`config.mk`:
```
export PLATFORM = sky130hd
export DESIGN_NAME = uart_tx_fsm
export DESIGN_NICKNAME = d
export VERILOG_FILES = /design/src/rtl/uart_pkg.sv /design/src/rtl/uart_tx_fsm_parity_calc.sv /design/src/rtl/uart_tx_fsm.sv
export SDC_FILE = /design/constraint.sdc
export NUM_CORES = 1
export LEC_CHECK = 0
export ABC_AREA = 1
export CAP_MARGIN = 20
export CORE_AREA = 2 2 39 41
export CTS_BUF_LIST = sky130_fd_sc_hd__clkbuf_16
export CTS_CLUSTER_SIZE = 28
export DETAILED_ROUTE_END_ITERATION = 8
export DIE_AREA = 0 0 41 43
export DONT_BUFFER_PORTS = 1
export GPL_ROUTABILITY_DRIVEN = 0
export PLACE_DENSITY_LB_ADDON = 0.05
export SYNTH_ARGS = -nofsm -noshare
export SYNTH_HDL_FRONTEND = slang
export SYNTH_SLANG_ARGS = --single-unit
```
`constraint.sdc`:
```
create_clock -name CLK -period 1.2 [get_ports CLK]
set_input_delay 0.12 -clock CLK [delete_from_list [all_inputs] [get_ports CLK]]
set_output_delay 0.12 -clock CLK [all_outputs]
set_load 0.03 [all_outputs]
```
`src/rtl/uart_pkg.sv`:
```
// rtl/uart_pkg.sv - shared constants for the UART transmit path
//
// Holds the transmit FSM state encoding (3-bit), the default frame data
// width and the parity type encodings used by uart_tx_fsm and parity_calc.
package uart_pkg;

  localparam int DATA_WIDTH_DEF = 8;

  localparam logic PAR_EVEN = 1'b0;
  localparam logic PAR_ODD  = 1'b1;

  typedef enum logic [2:0] {
    ST_IDLE   = 3'd0,
    ST_START  = 3'd1,
    ST_DATA   = 3'd2,
    ST_PARITY = 3'd3,
    ST_STOP   = 3'd4
  } tx_state_e;

endpackage

```
`src/rtl/uart_tx_fsm_parity_calc.sv`:
```
// rtl/uart_tx_fsm_parity_calc.sv - parity bit generator for the UART transmit FSM
//
// Compiled only when UART_PARITY_EN is defined.
// Ports:
//   data_i     latched frame byte
//   par_typ_i  parity type (PAR_EVEN / PAR_ODD)
//   par_bit_o  parity bit to place on the line
`ifdef UART_PARITY_EN
module parity_calc
  import uart_pkg::*;
#(
  parameter int DATA_WIDTH = DATA_WIDTH_DEF
) (
  input  logic [DATA_WIDTH-1:0] data_i,
  input  logic                  par_typ_i,
  output logic                  par_bit_o
);

  // Even parity is the plain XOR reduction; odd parity inverts it.
  assign par_bit_o = (^data_i) ^ (par_typ_i == PAR_ODD);

endmodule
`endif

```
`src/rtl/uart_tx_fsm.sv`:
```
// rtl/uart_tx_fsm.sv - UART transmit framing FSM (start, data, optional parity, stop)
//
// Build option: UART_PARITY_EN compiles in the PARITY state and parity_calc.
// Without it PAR_EN/PAR_TYP are accepted but ignored and frames are 10 cycles.
// Ports:
//   CLK         clock, rising edge
//   RST         asynchronous active-low reset
//   P_DATA      byte to transmit, latched on accept
//   Data_Valid  send request, honoured only in IDLE
//   PAR_EN      parity enable, latched on accept
//   PAR_TYP     parity type (0 even, 1 odd), latched on accept
//   Ser_Data    current data bit from the external serializer
//   Ser_Done    serializer is presenting its last data bit
//   Ser_En      advance the serializer (DATA state only)
//   TX_OUT      serial line, idle high
//   Busy        frame in progress
module uart_tx_fsm
  import uart_pkg::*;
#(
  parameter int DATA_WIDTH = DATA_WIDTH_DEF
) (
  input  logic                  CLK,
  input  logic                  RST,
  input  logic [DATA_WIDTH-1:0] P_DATA,
  input  logic                  Data_Valid,
  input  logic                  PAR_EN,
  input  logic                  PAR_TYP,
  input  logic                  Ser_Data,
  input  logic                  Ser_Done,
  output logic                  Ser_En,
  output logic                  TX_OUT,
  output logic                  Busy
);

  tx_state_e             state_q, state_d;
  logic [DATA_WIDTH-1:0] data_q, data_d;

`ifdef UART_PARITY_EN
  logic par_en_q, par_en_d;
  logic par_typ_q, par_typ_d;
  logic par_bit;

  parity_calc #(
    .DATA_WIDTH(DATA_WIDTH)
  ) u_parity_calc (
    .data_i    (data_q),
    .par_typ_i (par_typ_q),
    .par_bit_o (par_bit)
  );
`else
  // Parity inputs and the latched byte have no consumer in this build.
  logic unused_par;
  assign unused_par = ^{PAR_EN, PAR_TYP, data_q};
`endif

  always_ff @(posedge CLK or negedge RST) begin
    if (!RST) begin
      state_q   <= ST_IDLE;
      data_q    <= '0;
`ifdef UART_PARITY_EN
      par_en_q  <= 1'b0;
      par_typ_q <= PAR_EVEN;
`endif
    end else begin
      state_q   <= state_d;
      data_q    <= data_d;
`ifdef UART_PARITY_EN
      par_en_q  <= par_en_d;
      par_typ_q <= par_typ_d;
`endif
    end
  end

  always_comb begin
    state_d   = state_q;
    data_d    = data_q;
`ifdef UART_PARITY_EN
    par_en_d  = par_en_q;
    par_typ_d = par_typ_q;
`endif
    Ser_En    = 1'b0;
    TX_OUT    = 1'b1;
    Busy      = 1'b1;

    case (state_q)
      ST_IDLE: begin
        Busy = 1'b0;
        if (Data_Valid) begin
          data_d    = P_DATA;
`ifdef UART_PARITY_EN
          par_en_d  = PAR_EN;
          par_typ_d = PAR_TYP;
`endif
          state_d   = ST_START;
        end
      end
      ST_START: begin
        TX_OUT  = 1'b0;
        state_d = ST_DATA;
      end
      ST_DATA: begin
        Ser_En = 1'b1;
        TX_OUT = Ser_Data;
        if (Ser_Done) begin
`ifdef UART_PARITY_EN
          state_d = par_en_q ? ST_PARITY : ST_STOP;
`else
          state_d = ST_STOP;
`endif
        end
      end
`ifdef UART_PARITY_EN
      ST_PARITY: begin
        TX_OUT  = par_bit;
        state_d = ST_STOP;
      end
`endif
      ST_STOP: begin
        TX_OUT  = 1'b1;
        state_d = ST_IDLE;
      end
      // Unused encodings (and PARITY when not built) fall back to IDLE.
      default: begin
        Busy    = 1'b0;
        state_d = ST_IDLE;
      end
    endcase
  end

endmodule

```
==> key figures, run 1 <==
Outcome
  – Status: finished with violations
  – Violated checks: negative setup slack

Global routing
  – GRT overflow: 0
  – Vias in the first global route: between 150 and 200
  – Largest net degree at the start of global routing: 7
  – Initial antenna violation count: 0
  – Total global-route track usage: 0.0694
  – First-pass GRT wire length: 655 µm

Logic synthesis
  – Mapped Cells: 25
  – Yosys reg bits: 3
  – Yosys warnings: 0
  – Post-Synthesis Cell Area: about 180 µm²
  – Register area share after synthesis: 0.426
  – Fraction of synthesized area in multiplexers: 0
  – Simple-gate share of the synthesized area: 0.440
  – Adder-Cell Fraction of Synth Area: 0
  – Post-synthesis compound-gate area fraction: 0
  – Average size of a mapped cell: around 7.1 µm²
  – Unique cell type count in the Yosys netlist: 11
  – Syn nets: 40
  – Main combinational cell family by area after synthesis: simple AND/OR/NAND/NOR gates
  – Xor/xnor share of the synthesized area: 0

Place
  – IO buf count: 0
  – DP Wirelength: ~320 µm
  – Post-place instance area: ~210 µm²
  – Pre-CTS setup slack: about 0.14 ns

Floorplan
  – Chip height: 43 µm
  – Die area: 0.00176 mm²
  – Chip width: around 40 µm
  – Starting Density: 0.127
  – Number of cell rows: 14
  – Core area: roughly 0.0014 mm²
  – IO Pins: 18

Clock tree
  – Maximum clock path buffer count: 2
  – CTS tree: done
  – Worst-path clk slew: 0.03 ns
  – Worst-Skew Late Latency: roughly 0.22 ns
  – Clock root buffer: clkbuf_16
  – CTS Buf Count: 3
  – CTS sink count: 3
  – H-tree Lvls: 1

Setup path
  – Crit path launch type: flip-flop
  – Crit end category: output pin
  – Crit Path Class: reg -> out
  – CP endpoint: TX_OUT
  – WP data arrival: about 1.1 ns
  – Worst reg2reg path depth: 5
  – Reg2reg end: state_q[0]
  – Worst-path fanout max: 4
  – R2R setup slack: between 0.15 and 0.2 ns
  – Critical path origin: state_q[0]
  – Worst R2R Start: state_q[0]
  – Worst EP required: approximately 1.1 ns

Cells and area
  – NumNets Final: 49
  – Final non-filler cell area: 345 µm²
  – Layout overhead on the synthesized area: 95.7%
  – Final core utilization: 0.250
  – Largest Register: state_q
  – Largest regs: state_q (3)
  – Max reg flops: 3
  – Ant. Diodes: 0
  – Share of cells above drive strength 1: 0.515

Job
  – Max Cap Violations: 0

Detailed routing
  – Residual DRC: 0
  – Wire per inst: 9.29 µm
  – Initial DRT Pass Iterations: 1
  – Vias per inst: about 3.6
  – Post-DRT Antenna Nets: 0
  – Starting DRT DRC Count: 0
  – DR vias: 178
  – Routed WL: between 400 and 500 µm

Power and ir drop
  – Max VDD drop: slightly below 800 µV
  – Switching Power: approximately 0.48 mW
  – Pwr/cell area: about 3500 mW/mm²
  – Leakage: roughly 0.19 nW
  – Sequential Power Share: 0.152
  – Combinational share of power: 0.424
  – Clk pwr share: 0.424
  – Cell Int Power: 0.744 mW
  – Switching share of power: 0.390

Timing
  – Worst slew pin tran: about 0.2 ns
  – Final Hold Fails: 0
  – Clock Skew: slightly below 0.001 ns
  – RSZ-0062 raised after global routing: yes
  – Final setup violation count: 2
  – Final worst-path cycle share: 1.01
  – Max Freq: ~820 MHz
  – Max-slew headroom: 0.870
  – Tmin final: 1.21 ns
  – Final setup margin: -0.0128 ns
  – Max Slew Vio Count: 0
  – WHS: 0.0381 ns

Min path
  – HP Class: in -> reg
area by class of cell:
cell class / instances / area [µm²]
Tap cell: 16 / 20.0
Timing Repair Buffer: 4 / 32.5
Inverter: 6 / 25.0
Clock buffer: 3 / 75.1
Sequential cell: 3 / 76.3
Multi-Input combinational cell: 16 / 113
Clock inverter: 1 / 3.75
Fill cell: 158 / 1040
power groups by stage:
stage | sequential, mW | combinational, mW | clock (mW)
3_5_place_dp | 0.174 | 0.407 | 0
4_1_cts | 0.173 | 0.464 | 0.528
2_1_floorplan | 0.170 | 0.318 | 0
6_report | 0.186 | 0.518 | 0.518
3_3_place_gp | 0.176 | 0.408 | 0
5_1_grt | 0.191 | 0.557 | 0.547
worst min-delay path by stage:
stage	from	to	slack [ns]	depth (start not counted)
CTS	Ser_Done	state_q[2]	0.03	2
global route	Ser_Done	state_q[2]	0.05	2
detailed placement	RST	state_q[0]	-0.18	0
floorplan	RST	state_q[0]	-0.18	0
finish	Ser_Done	state_q[2]	0.04	2
global placement	RST	state_q[0]	-0.18	0
worst max-delay path: stages (launching register included):
cell and delay [ns]:
dfrtp_2 0.43, nor2_4 0.15, nand2_4 0.08, inv_4 0.06, nand2_4 0.04, nand2_4 0.11
synth_stat cells (all sizes together):
master	n	area (µm²)
clkinv	1	5.00
dfrtp	3	75.1
inv	5	18.8
nand2	8	35.0
nand3	3	15.0
nand3b	1	7.51
nand4	1	6.26
nor2	3	13.8
kinds of logic (layout without fill, tap and decap cells):
group,after synthesis,count (layout)
and+or+nand+nor,16,16
DFF,3,3
buffers and inverters,6,14
per-stage QoR:
step | total power, mW | TNS (ns) | instances
2_1_floorplan | 0.487 | 0 | 25
3_3_place_gp | 0.585 | 0 | 43
3_5_place_dp | 0.581 | 0 | 43
4_1_cts | 1.17 | -0.00611 | 48
6_report | 1.22 | -0.0250 | 49
5_1_grt | 1.30 | -0.180 | 49
metal layers:
metal	share of wire	GRT usage	vias up
met5	0	0	-
met4	0	0.100	0
met3	0.057	0.0628	0
met2	0.58	0.0906	3
met1	0.36	0.0421	82
li1	-	-	93
repair_timing:
item                                    4_1_cts  5_1_grt
hold endpoints to repair                      3        0
endpoints found under the setup margin        2        3
buffers inserted                              0        1
cloned                                        0        0
resized for setup                             4        6
pin swaps                                     1        2
hold buffers                                  1        0
placed cells by master, fill, tap and decap left out:
cell type and count:
buf_4 3, clkbuf_16 3, dfrtp_1 2, dfrtp_2 1
dlygate4sd3_1 1, inv_1 4, inv_2 2, inv_4 1
nand2_1 4, nand2_2 1, nand2_4 3, nand3_1 1
nand3_2 2, nand3b_1 1, nand4_1 1, nor2_1 2
nor2_4 1
(Power assumes the default switching activity.)
==> run 2, diff against run 1 <==
--- a/config.mk
+++ b/config.mk
@@ -9,6 +9,7 @@
 export CAP_MARGIN = 20
 export CORE_AREA = 2 2 39 41
 export CTS_BUF_LIST = sky130_fd_sc_hd__clkbuf_16
+export CTS_CLUSTER_DIAMETER = 40
 export CTS_CLUSTER_SIZE = 28
 export DETAILED_ROUTE_END_ITERATION = 8
 export DIE_AREA = 0 0 41 43
==> results of run 2 <==
Final layout, timing and power as in run 1 (identical DEF).
